==> config.mk <==
export PLATFORM = sky130hd
export DESIGN_NAME = parking_gate_ctrl_flat
export DESIGN_NICKNAME = d
export VERILOG_FILES = /design/src/rtl/parking_pkg.sv /design/src/rtl/parking_gate_if.sv /design/src/rtl/sensor_debounce.sv /design/src/rtl/parking_gate_ctrl.sv /design/src/flat_wrapper.sv
export SDC_FILE = /design/constraint.sdc
export NUM_CORES = 1
export LEC_CHECK = 0
export ABC_CLOCK_PERIOD_IN_PS = 2000
export CAP_MARGIN = 20
export CORE_AREA = 2 2 81 83
export CTS_CLUSTER_SIZE = 20
export DETAILED_ROUTE_END_ITERATION = 10
export DIE_AREA = 0 0 83 85
export SYNTH_ARGS = -nofsm -noshare
export SYNTH_HDL_FRONTEND = slang
export SYNTH_HIERARCHICAL = 1
export SYNTH_SLANG_ARGS = --single-unit
==> constraint.sdc <==
create_clock -name clock -period 2 [get_ports clock]
set_input_delay 0.5 -clock clock [delete_from_list [all_inputs] [get_ports clock]]
set_output_delay 0.5 -clock clock [all_outputs]
set_load 0.05 [all_outputs]
==> src/rtl/parking_pkg.sv <==
// Shared definitions for the parking gate controller: default timing
// parameters, FSM state encodings and a keypad slot qualifier.
package parking_pkg;

    localparam int DEBOUNCE_CYCLES_DEF = 4;
    localparam int GATE_TIMEOUT_DEF    = 50;

    typedef enum logic [1:0] {
        E_IDLE   = 2'd0,
        E_GRANT  = 2'd1,
        E_OPEN   = 2'd2,
        E_REFUSE = 2'd3
    } entry_state_t;

    typedef enum logic [1:0] {
        X_IDLE     = 2'd0,
        X_WAIT_KEY = 2'd1,
        X_ISSUE    = 2'd2,
        X_OPEN     = 2'd3
    } exit_state_t;

    // Slot 0 is not a real parking slot; keypad entries naming it are dropped.
    function automatic logic slot_valid(input logic [2:0] slot);
        return slot != 3'd0;
    endfunction

endpackage

==> src/rtl/parking_gate_if.sv <==
// Lane sensors, exit keypad and downstream parking-system signals of the
// gate controller. The controller uses the slave side.
interface parking_gate_if;
    logic       entry_sensor;
    logic       exit_sensor;
    logic       key_valid;
    logic [2:0] key_slot;
    logic [7:0] key_code;
    logic       can_park;
    logic       car_arrival;
    logic       car_exit;
    logic [2:0] exit_from;
    logic [7:0] exit_code;
    logic       entry_open;
    logic       exit_open;
    logic       full_lamp;

    modport master (
        output entry_sensor, exit_sensor, key_valid, key_slot, key_code, can_park,
        input  car_arrival, car_exit, exit_from, exit_code, entry_open, exit_open, full_lamp
    );

    modport slave (
        input  entry_sensor, exit_sensor, key_valid, key_slot, key_code, can_park,
        output car_arrival, car_exit, exit_from, exit_code, entry_open, exit_open, full_lamp
    );
endinterface

==> src/rtl/sensor_debounce.sv <==
// Car-present sensor debouncer. The debounced level follows the raw input
// only after DEBOUNCE_CYCLES consecutive cycles at the new value; o_rise
// pulses for one cycle right after the level goes high. The raw input is
// expected to be synchronous to clock already.
module sensor_debounce
    import parking_pkg::*;
#(
    parameter int DEBOUNCE_CYCLES = DEBOUNCE_CYCLES_DEF
) (
    input  logic clock,
    input  logic g1_reset,
    input  logic i_raw,
    output logic o_level,
    output logic o_rise
);

    localparam int CW = $clog2(DEBOUNCE_CYCLES + 1);
    localparam logic [CW-1:0] C_LAST = CW'(DEBOUNCE_CYCLES - 1);

    logic [CW-1:0] r_cnt;
    logic          r_level;
    logic          r_rise;

    // Count consecutive cycles the raw value disagrees with the level; flip on the last one.
    always_ff @(posedge clock or negedge g1_reset) begin
        if (!g1_reset) begin
            r_cnt   <= '0;
            r_level <= 1'b0;
            r_rise  <= 1'b0;
        end else begin
            r_rise <= 1'b0;
            if (i_raw == r_level) begin
                r_cnt <= '0;
            end else if (r_cnt == C_LAST) begin
                r_cnt   <= '0;
                r_level <= i_raw;
                r_rise  <= i_raw;
            end else begin
                r_cnt <= r_cnt + 1'b1;
            end
        end
    end

    assign o_level = r_level;
    assign o_rise  = r_rise;

endmodule

==> src/rtl/parking_gate_ctrl.sv <==
// Parking gate controller: one entry and one exit barrier, each driven by a
// debounced lane sensor and its own FSM. All outputs are registered.
//
// state      | meaning
// -----------+-----------------------------------------------------------
// E_IDLE     | entry lane empty, waiting for a debounced car arrival
// E_GRANT    | slot free; car_arrival pulse (held back one cycle by car_exit)
// E_OPEN     | entry barrier open until the car leaves or the timeout expires
// E_REFUSE   | no slot free; full lamp on until the car leaves
// X_IDLE     | exit lane empty, waiting for a debounced car
// X_WAIT_KEY | car waiting at exit, waiting for a keypad entry with slot 1..7
// X_ISSUE    | one-cycle car_exit pulse carrying the latched slot and code
// X_OPEN     | exit barrier open until the car leaves or the timeout expires
module parking_gate_ctrl
    import parking_pkg::*;
#(
    parameter int DEBOUNCE_CYCLES = DEBOUNCE_CYCLES_DEF,
    parameter int GATE_TIMEOUT    = GATE_TIMEOUT_DEF
) (
    input logic           clock,
    input logic           g1_reset,
    parking_gate_if.slave bus
);

    localparam int TW = $clog2(GATE_TIMEOUT + 1);
    localparam logic [TW-1:0] T_LAST = TW'(GATE_TIMEOUT - 1);
    localparam logic [TW-1:0] T_MAX  = TW'(GATE_TIMEOUT);

    entry_state_t  r_e_state;
    exit_state_t   r_x_state;
    logic [TW-1:0] r_e_cnt;
    logic [TW-1:0] r_x_cnt;
    logic          r_car_arrival;
    logic          r_entry_open;
    logic          r_full_lamp;
    logic          r_car_exit;
    logic [2:0]    r_exit_from;
    logic [7:0]    r_exit_code;
    logic          r_exit_open;

    logic w_e_level, w_e_rise, w_x_level, w_x_rise;
    logic w_key_ok, w_x_to_issue;

    sensor_debounce #(.DEBOUNCE_CYCLES(DEBOUNCE_CYCLES)) u_deb_entry (
        .clock   (clock),
        .g1_reset(g1_reset),
        .i_raw   (bus.entry_sensor),
        .o_level (w_e_level),
        .o_rise  (w_e_rise)
    );

    sensor_debounce #(.DEBOUNCE_CYCLES(DEBOUNCE_CYCLES)) u_deb_exit (
        .clock   (clock),
        .g1_reset(g1_reset),
        .i_raw   (bus.exit_sensor),
        .o_level (w_x_level),
        .o_rise  (w_x_rise)
    );

    // The exit FSM enters X_ISSUE on the next edge; the arrival pulse yields to it.
    assign w_key_ok     = bus.key_valid && slot_valid(bus.key_slot);
    assign w_x_to_issue = (r_x_state == X_WAIT_KEY) && w_key_ok;

    // Entry FSM with registered barrier, lamp and arrival outputs.
    always_ff @(posedge clock or negedge g1_reset) begin
        if (!g1_reset) begin
            r_e_state     <= E_IDLE;
            r_e_cnt       <= '0;
            r_car_arrival <= 1'b0;
            r_entry_open  <= 1'b0;
            r_full_lamp   <= 1'b0;
        end else begin
            case (r_e_state)
                E_IDLE: begin
                    if (w_e_rise) begin
                        if (bus.can_park) begin
                            r_e_state     <= E_GRANT;
                            r_car_arrival <= !w_x_to_issue;
                        end else begin
                            r_e_state   <= E_REFUSE;
                            r_full_lamp <= 1'b1;
                        end
                    end
                end
                E_GRANT: begin
                    if (r_car_arrival) begin
                        r_car_arrival <= 1'b0;
                        r_entry_open  <= 1'b1;
                        r_e_cnt       <= '0;
                        r_e_state     <= E_OPEN;
                    end else begin
                        r_car_arrival <= !w_x_to_issue;
                    end
                end
                E_OPEN: begin
                    if (!w_e_level || (r_e_cnt >= T_LAST)) begin
                        r_entry_open <= 1'b0;
                        r_e_state    <= E_IDLE;
                    end else begin
                        r_e_cnt <= (r_e_cnt == T_MAX) ? r_e_cnt : r_e_cnt + 1'b1;
                    end
                end
                E_REFUSE: begin
                    if (!w_e_level) begin
                        r_full_lamp <= 1'b0;
                        r_e_state   <= E_IDLE;
                    end
                end
                default: r_e_state <= E_IDLE;
            endcase
        end
    end

    // Exit FSM with registered barrier and exit-pulse outputs; slot and code are latched into the outputs.
    always_ff @(posedge clock or negedge g1_reset) begin
        if (!g1_reset) begin
            r_x_state   <= X_IDLE;
            r_x_cnt     <= '0;
            r_car_exit  <= 1'b0;
            r_exit_from <= 3'd0;
            r_exit_code <= 8'd0;
            r_exit_open <= 1'b0;
        end else begin
            case (r_x_state)
                X_IDLE: begin
                    if (w_x_rise) begin
                        r_x_cnt   <= '0;
                        r_x_state <= X_WAIT_KEY;
                    end
                end
                X_WAIT_KEY: begin
                    if (w_key_ok) begin
                        r_car_exit  <= 1'b1;
                        r_exit_from <= bus.key_slot;
                        r_exit_code <= bus.key_code;
                        r_x_state   <= X_ISSUE;
                    end else if (r_x_cnt >= T_LAST) begin
                        r_x_state <= X_IDLE;
                    end else begin
                        r_x_cnt <= (r_x_cnt == T_MAX) ? r_x_cnt : r_x_cnt + 1'b1;
                    end
                end
                X_ISSUE: begin
                    r_car_exit  <= 1'b0;
                    r_exit_from <= 3'd0;
                    r_exit_code <= 8'd0;
                    r_exit_open <= 1'b1;
                    r_x_cnt     <= '0;
                    r_x_state   <= X_OPEN;
                end
                X_OPEN: begin
                    if (!w_x_level || (r_x_cnt >= T_LAST)) begin
                        r_exit_open <= 1'b0;
                        r_x_state   <= X_IDLE;
                    end else begin
                        r_x_cnt <= (r_x_cnt == T_MAX) ? r_x_cnt : r_x_cnt + 1'b1;
                    end
                end
                default: r_x_state <= X_IDLE;
            endcase
        end
    end

    assign bus.car_arrival = r_car_arrival;
    assign bus.entry_open  = r_entry_open;
    assign bus.full_lamp   = r_full_lamp;
    assign bus.car_exit    = r_car_exit;
    assign bus.exit_from   = r_exit_from;
    assign bus.exit_code   = r_exit_code;
    assign bus.exit_open   = r_exit_open;

endmodule

==> src/flat_wrapper.sv <==
// flat-port wrapper written by rule: the top's interface ports become plain ports
module parking_gate_ctrl_flat import parking_pkg::*;
#(
    parameter int DEBOUNCE_CYCLES = DEBOUNCE_CYCLES_DEF,
    parameter int GATE_TIMEOUT    = GATE_TIMEOUT_DEF
)
  (clock, g1_reset, bus_entry_sensor, bus_exit_sensor, bus_key_valid, bus_key_slot, bus_key_code, bus_can_park, bus_car_arrival, bus_car_exit, bus_exit_from, bus_exit_code, bus_entry_open, bus_exit_open, bus_full_lamp);
  parking_gate_if bus_i ();
  input logic clock;
  input logic g1_reset;
  input wire logic [$bits(bus_i.entry_sensor)-1:0] bus_entry_sensor;
  input wire logic [$bits(bus_i.exit_sensor)-1:0] bus_exit_sensor;
  input wire logic [$bits(bus_i.key_valid)-1:0] bus_key_valid;
  input wire logic [$bits(bus_i.key_slot)-1:0] bus_key_slot;
  input wire logic [$bits(bus_i.key_code)-1:0] bus_key_code;
  input wire logic [$bits(bus_i.can_park)-1:0] bus_can_park;
  output wire logic [$bits(bus_i.car_arrival)-1:0] bus_car_arrival;
  output wire logic [$bits(bus_i.car_exit)-1:0] bus_car_exit;
  output wire logic [$bits(bus_i.exit_from)-1:0] bus_exit_from;
  output wire logic [$bits(bus_i.exit_code)-1:0] bus_exit_code;
  output wire logic [$bits(bus_i.entry_open)-1:0] bus_entry_open;
  output wire logic [$bits(bus_i.exit_open)-1:0] bus_exit_open;
  output wire logic [$bits(bus_i.full_lamp)-1:0] bus_full_lamp;
  assign bus_i.entry_sensor = bus_entry_sensor;
  assign bus_i.exit_sensor = bus_exit_sensor;
  assign bus_i.key_valid = bus_key_valid;
  assign bus_i.key_slot = bus_key_slot;
  assign bus_i.key_code = bus_key_code;
  assign bus_i.can_park = bus_can_park;
  assign bus_car_arrival = bus_i.car_arrival;
  assign bus_car_exit = bus_i.car_exit;
  assign bus_exit_from = bus_i.exit_from;
  assign bus_exit_code = bus_i.exit_code;
  assign bus_entry_open = bus_i.entry_open;
  assign bus_exit_open = bus_i.exit_open;
  assign bus_full_lamp = bus_i.full_lamp;
  parking_gate_ctrl #(.DEBOUNCE_CYCLES(DEBOUNCE_CYCLES), .GATE_TIMEOUT(GATE_TIMEOUT)) u_core (.clock(clock), .g1_reset(g1_reset), .bus(bus_i));
endmodule
==> flow_summary.ini, run 1 <==
[status]
outcome = finished clean

[final_layout]
fin_nets = 259
fillerInstances = 579
antenna_cells = 0
drive_gt1_share_pct = 21.03
layout.cells.non_filler = 310
fin_util_pct = 43.11
area_growth_pct = 28.80

[flow_run]
maxCapViolations = 0

[timing]
whs_ns = 0.1298
clock_skew_ns = 0.005521
tightest_slew_ns = 0.5010
hold_violations = 0
fmaxAchievable_mhz = 512.0
slew_violations = 0
finalCritPeriodShare_pct = 97.67
fin_crit_ns = 1.953
setup_violations = 0
max-slew-margin-rel_pct = 66.55
rsz0062_at_grt = no

[global_route]
grt_first_pass_wirelength_um = 7196
grt_use_total_pct = 12.36
grt_pass1_vias = 1578
grtUsageMet2_pct = 19.79
grt_max_degree = 26
grtUsageMet1_pct = 16.88
antenna_found_initial = 0
top_usage_layer = met2
use_met3_pct = 3.016
overflow = 0

[setup_path]
crit_path_end_kind = output pin
crit_type = reg2out
cp_top_family = buffers and inverters
critPathBufInv = 1
critPathRequiredTime_ns = 1.50
startpoint_type = register
crit_path_cell_trace = clkdlybuf4s50_1
cpPeakStageDelay_ns = 0.80
crit_arrival_ns = 1.45
cp_max_fo = 2
cp_slowest_cell = clkdlybuf4s50_1

[clocking]
cts_inserted_buffers = 5
cts_num_sinks = 42
cts_buffer_depth = 2
root_buffer = clkbuf_8
holdBufCountCts = 0
clk_pin_slew_ns = 0.09
htreeDepth = 2
tritoncts = built
insertion_delay_ns = 0.29
postCtsSetupBuffers = 0

[die]
die_area_mm2 = 0.007055
ios = 33
die_h_um = 85
initial_core_util_pct = 33.47
core_mm2 = 0.006205
fp.dieW_um = 83
core.rowCount = 29

[yosys]
synth.avg_cell_area_um2 = 10.99
ys_seq_elements = 42
synth_edf_count = 0
synthCells = 189
yosys_warnings = 6
synth_ff_type = dfrtp_1
synth-async-reset-ratio_pct = 100.0
ys_seq_area_share_pct = 50.60
synthDistinctLibCells = 51
syn-cell-area_mm2 = 0.002077
synth_nets = 216

[place]
gp_congestion = 0.8378
dp_hpwl_um = 3061
port_buffers = 32
placed_cells = 302

[routing]
via_count = 1547
wl_per_cell_um = 13.38
drt-initial-drc-count = 55
via_per_inst = 4.990
wl_um = 4149
drc = 0
first_pass_iters = 4
ant_nets = 0

[min_path]
min_path_type = in2async

[pwr]
leakage_nw = 1.242
p_per_area_mw_per_mm2 = 1550
peakVddDrop_uv = 717.7
power breakdown:
group	switching [mW]	leakage, nW	internal, mW
Sequential	0.292	0.543	1.13
Clock	0.301	0.0714	0.533
Combinational	1.11	0.628	0.778
Total	1.70	1.24	2.44
per-stage QoR:
| stage | setup slack (ns) | TNS (ns) | power [mW] | cell area (um2) |
|---|---|---|---|---|
| final | 0.04669 | 0 | 4.146 | 2675 |
| after global routing | 0.0001368 | 0 | 4.411 | 2675 |
| after CTS | 0.01735 | 0 | 4.166 | 2654 |
| after detailed placement | -0.2102 | -2.292 | 3.314 | 2511 |
| after global placement | -0.1728 | -1.913 | 3.284 | 2511 |
| after floorplan | 0.2388 | 0 | 2.729 | 2077 |
layout make-up:
| class | instances | area, um2 | area share (%) |
|---|---|---|---|
| timing repair buffer | 42 | 380.4 | 14.22 |
| clock inverter | 2 | 60.06 | 2.245 |
| clock buffer | 6 | 82.58 | 3.087 |
| tap | 77 | 96.34 | 3.601 |
| multi-input combinational | 134 | 978.4 | 36.58 |
| sequential | 42 | 1051 | 39.29 |
| inverter | 7 | 26.28 | 0.9822 |
state kept, by name, summed over array words and instances, names as in the netlist, named ones only:
name	count
u_core/bus.exit_code	8
u_core/r_e_cnt	6
u_core/r_x_cnt	6
u_core/bus.exit_from	3
u_core/u_deb_entry/r_cnt	3
u_core/u_deb_exit/r_cnt	3
u_core/r_e_state	2
u_core/bus.car_arrival	1
u_core/bus.car_exit	1
u_core/bus.entry_open	1
u_core/bus.exit_open	1
u_core/bus.full_lamp	1
u_core/r_x_state	1
u_core/u_deb_entry/o_level	1
u_core/u_deb_entry/o_rise	1
u_core/u_deb_exit/o_level	1
u_core/u_deb_exit/o_rise	1
layer usage:
metal  up-vias  wire [um]
met3         2        138
met2        24       1997
met1       754       1995
met4         0         18
li1        767          -
met5         -          0
layout by cell type (no fill, tap or decap), drive strengths merged, types with 2 or more instances in the layout:
cell           instances
or2                    3
nor2b                  4
o41ai                  2
dfrtp                 42
nor2                   9
and3b                  2
inv                    7
a21oi                  9
a31oi                  2
nand4b                 2
bufinv                 2
a22oi                  2
a21o                   2
o21ai                  7
dlymetal6s2s           2
clkbuf                 6
clkdlybuf4s50         18
nor4b                  3
xnor2                  3
mux2                   2
or3                    2
o21a                   2
nand3                  9
a22o                  12
buf                   22
nand2                 22
ha                    10
nand2b                 2
nor3b                  5
nor3                   5
synth_stat cells, types with 3 or more instances:
cell type,n,area (um2)
nor3_1,3,15.01
xnor2_1,3,26.28
o21ai_0,3,15.01
nand2_1,21,78.83
a21oi_1,8,40.04
nor2_1,9,33.78
clkbuf_1,3,11.26
ha_1,10,125.1
dfrtp_1,42,1051
a22o_1,12,105.1
or2_1,3,18.77
nand3_1,9,45.04
o21ai_1,4,20.02
nor3b_1,3,22.52
inv_1,6,22.52
final timing paths:
kind	from	cells after the start	to	slack (ns)
max	u_core/bus.exit_code[0]$_DFFE_PN0P_	1	bus_exit_code[0]	0.05
min	g1_reset	1	u_core/r_x_cnt[1]$_DFFE_PN0P_	0.13
max reg2reg	u_core/r_x_cnt[0]$_DFFE_PN0P_	6	u_core/r_x_cnt[4]$_DFFE_PN0P_	0.13
min reg2reg	u_core/u_deb_entry/r_cnt[0]$_DFF_PN0_	1	u_core/u_deb_entry/r_cnt[0]$_DFF_PN0_	0.45
max in group asynchronous	g1_reset	2	u_core/u_deb_entry/o_level$_DFFE_PN0P_	1.40
min in group clock	u_core/u_deb_entry/r_cnt[0]$_DFF_PN0_	1	u_core/u_deb_entry/r_cnt[0]$_DFF_PN0_	0.45
cell families (layout without fill, tap and decap cells):
family / count (synthesis) / count (layout) / synth area share, %
simple gates: 75 / 75 / 22.65
compound gates: 43 / 43 / 14.82
flops: 42 / 42 / 50.60
buf+inv: 13 / 57 / 3.072
fa+ha+maj: 10 / 10 / 6.024
xor+xnor: 3 / 3 / 1.265
mux: 3 / 3 / 1.566
what timing repair did:
| action | 4_1_cts | 5_1_grt |
|---|---|---|
| endpoints found under the setup margin | 0 | 14 |
| gates resized for setup | 0 | 5 |
| hold endpoints to repair | 0 | 0 |
Power figures use the tool's default switching activity.
==> inputs of run 2 (changes only) <==
SETUP_SLACK_MARGIN = 0.1   (was unset)
==> run 2 against run 1 <==
Sequential power is essentially flat. Critical path type is now reg2reg. Critical path depth grew 6. Hold slack worse by 0.00054 ns. Worst setup slack improved by 0.16 ns. Flip-flop and latch count is the same. Clock power barely moved. Utilization rose by 0.30 points. Non-clock buffer count unchanged. Sequential share of layout area fell by 0.27 points. Combinational power barely moved.
==> flow_summary.ini, run 2 (synthesis results as in run 1) <==
[setup_path]
crit_path_end_kind = register
cp_max_fo = 5
startpoint_type = register
cp_slowest_cell = dfrtp_1
crit_path_cell_trace = inv_1 > ha_1 > nor4b_4 > o21a_2 > and4bb_1 > a21oi_1 > a21oi_1
path_common_cell = a21oi_1
crit_type = reg2reg
cpPeakStageDelay_ns = 0.43
crit_arrival_ns = 2.01
critPathRequiredTime_ns = 2.22

[pwr]
leakage_nw = 1.246
p_sw_mw = 1.732
peakVddDrop_uv = 725.6
switching_share_pct = 41.50
p_total_mw = 4.175
p_per_area_mw_per_mm2 = 1550
combPwrFrac_pct = 45.8
p_clk_share_pct = 20.0
seqPwrFrac_pct = 34.2
p_int_mw = 2.442

[die]
initial_core_util_pct = 33.47
fp.dieW_um = 83
die_area_mm2 = 0.007055
ios = 33
core.rowCount = 29
die_h_um = 85
core_mm2 = 0.006205

[place]
dp_hpwl_um = 3061
port_buffers = 32
gp_congestion = 0.8378
dpl-instance-area_mm2 = 0.002511

[timing]
rsz0062_at_grt = no
tightest_slew_ns = 0.4849
fmaxAchievable_mhz = 558.0
slew_violations = 0
clock_skew_ns = 0.005627
hold_violations = 0
setup_violations = 0
whs_ns = 0.1292
fin_crit_ns = 1.792
max-slew-margin-rel_pct = 67.80
finalCritPeriodShare_pct = 89.60

[routing]
wl_um = 4181
first_pass_iters = 4
drt-initial-drc-count = 54
ant_nets = 0
drc = 0
via_per_inst = 5.035
via_count = 1561
wl_per_cell_um = 13.49

[clocking]
cts_buffer_depth = 2
cts_num_sinks = 42
insertion_delay_ns = 0.29
root_buffer = clkbuf_8
htreeDepth = 2
postCtsSetupBuffers = 0
tritoncts = built
cts_inserted_buffers = 5
clk_pin_slew_ns = 0.09

[global_route]
grt_pass1_vias = 1572
overflow = 0
top_usage_layer = met2
use_met3_pct = 3.016
antenna_found_initial = 0
grt_max_degree = 26
grt_first_pass_wirelength_um = 7169
grt_use_total_pct = 12.32
grtUsageMet1_pct = 16.82
grtUsageMet2_pct = 19.72

[final_layout]
final_cell_mix = dfrtp_1 (42), nand2_1 (21), buf_4 (20)
final_area_mm2 = 0.002694
antenna_cells = 0
largest_reg_flops = 8
layout_commonest_cell = dfrtp_1
fin_nets = 259
area_growth_pct = 29.70
drive_gt1_share_pct = 22.75

[status]
outcome = finished clean

[flow_run]
maxCapViolations = 0

[min_path]
min_path_type = in2async
==> run 2: worst max-delay path, delay by kind of cell (launching register included) <==
kind	cells	cell delay [ns]
and+or+nand+nor	2	0.54
DFF	1	0.43
buffers and inverters	1	0.12
adders and majority gates	1	0.16
AOI/OAI and AO/OA	3	0.47
==> run 2: per-stage QoR <==
step	setup TNS, ns	cells	util, %	setup WS, ns
after floorplan	0	189	-	0.2388
after global placement	-1.913	302	40.47	-0.1728
after detailed placement	-2.292	302	40.47	-0.2102
after CTS	0	310	42.71	0.1105
after global routing	0	310	43.42	0.09975
final	0	310	43.42	0.2079
==> run 2: layer usage <==
metal | vias to the layer above | part of all wire (%)
li1 | 771 | -
met1 | 760 | 49
met2 | 28 | 47
met3 | 2 | 3.9
met4 | 0 | 0.38
met5 | - | 0
==> run 2: power by group through the flow <==
| stage | logic [mW] | registers [mW] | clock network (mW) |
|---|---|---|---|
| after floorplan | 0.914 | 1.81 | 0 |
| after CTS | 1.86 | 1.42 | 0.861 |
| after global routing | 2.07 | 1.47 | 0.885 |
| final | 1.91 | 1.43 | 0.835 |
| after detailed placement | 1.89 | 1.43 | 0 |
| after global placement | 1.85 | 1.43 | 0 |
==> run 2: area by class of cell <==
| type | instances | area, um2 |
|---|---|---|
| clock inverter | 2 | 60.06 |
| fill | 583 | 3511 |
| clock buffer | 6 | 82.58 |
| multi-input combinational | 134 | 1008 |
| timing repair buffer | 42 | 369.1 |
| sequential | 42 | 1051 |
| inverter | 7 | 26.28 |
| tap | 77 | 96.34 |
==> run 2: what timing repair did <==
| item | in CTS | in global routing |
|---|---|---|
| hold buffers | 0 | 0 |
| pin swaps | 0 | 4 |
| gates resized for setup | 6 | 7 |
| setup endpoints to repair | 16 | 10 |
==> run 2: final timing paths <==
| check | start | to | slack (ns) | cells after the start |
|---|---|---|---|---|
| min in group clock | u_core/u_deb_entry/r_cnt[0]$_DFF_PN0_ | u_core/u_deb_entry/r_cnt[0]$_DFF_PN0_ | 0.45 | 1 |
| max in group asynchronous | g1_reset | u_core/u_deb_entry/o_level$_DFFE_PN0P_ | 1.40 | 2 |
| setup / recovery | u_core/r_x_cnt[0]$_DFFE_PN0P_ | u_core/r_x_cnt[0]$_DFFE_PN0P_ | 0.21 | 7 |
| setup reg to reg | u_core/r_x_cnt[0]$_DFFE_PN0P_ | u_core/r_x_cnt[0]$_DFFE_PN0P_ | 0.21 | 7 |
| hold / removal | g1_reset | u_core/r_x_cnt[1]$_DFFE_PN0P_ | 0.13 | 1 |
| hold reg to reg | u_core/u_deb_entry/r_cnt[0]$_DFF_PN0_ | u_core/u_deb_entry/r_cnt[0]$_DFF_PN0_ | 0.45 | 1 |
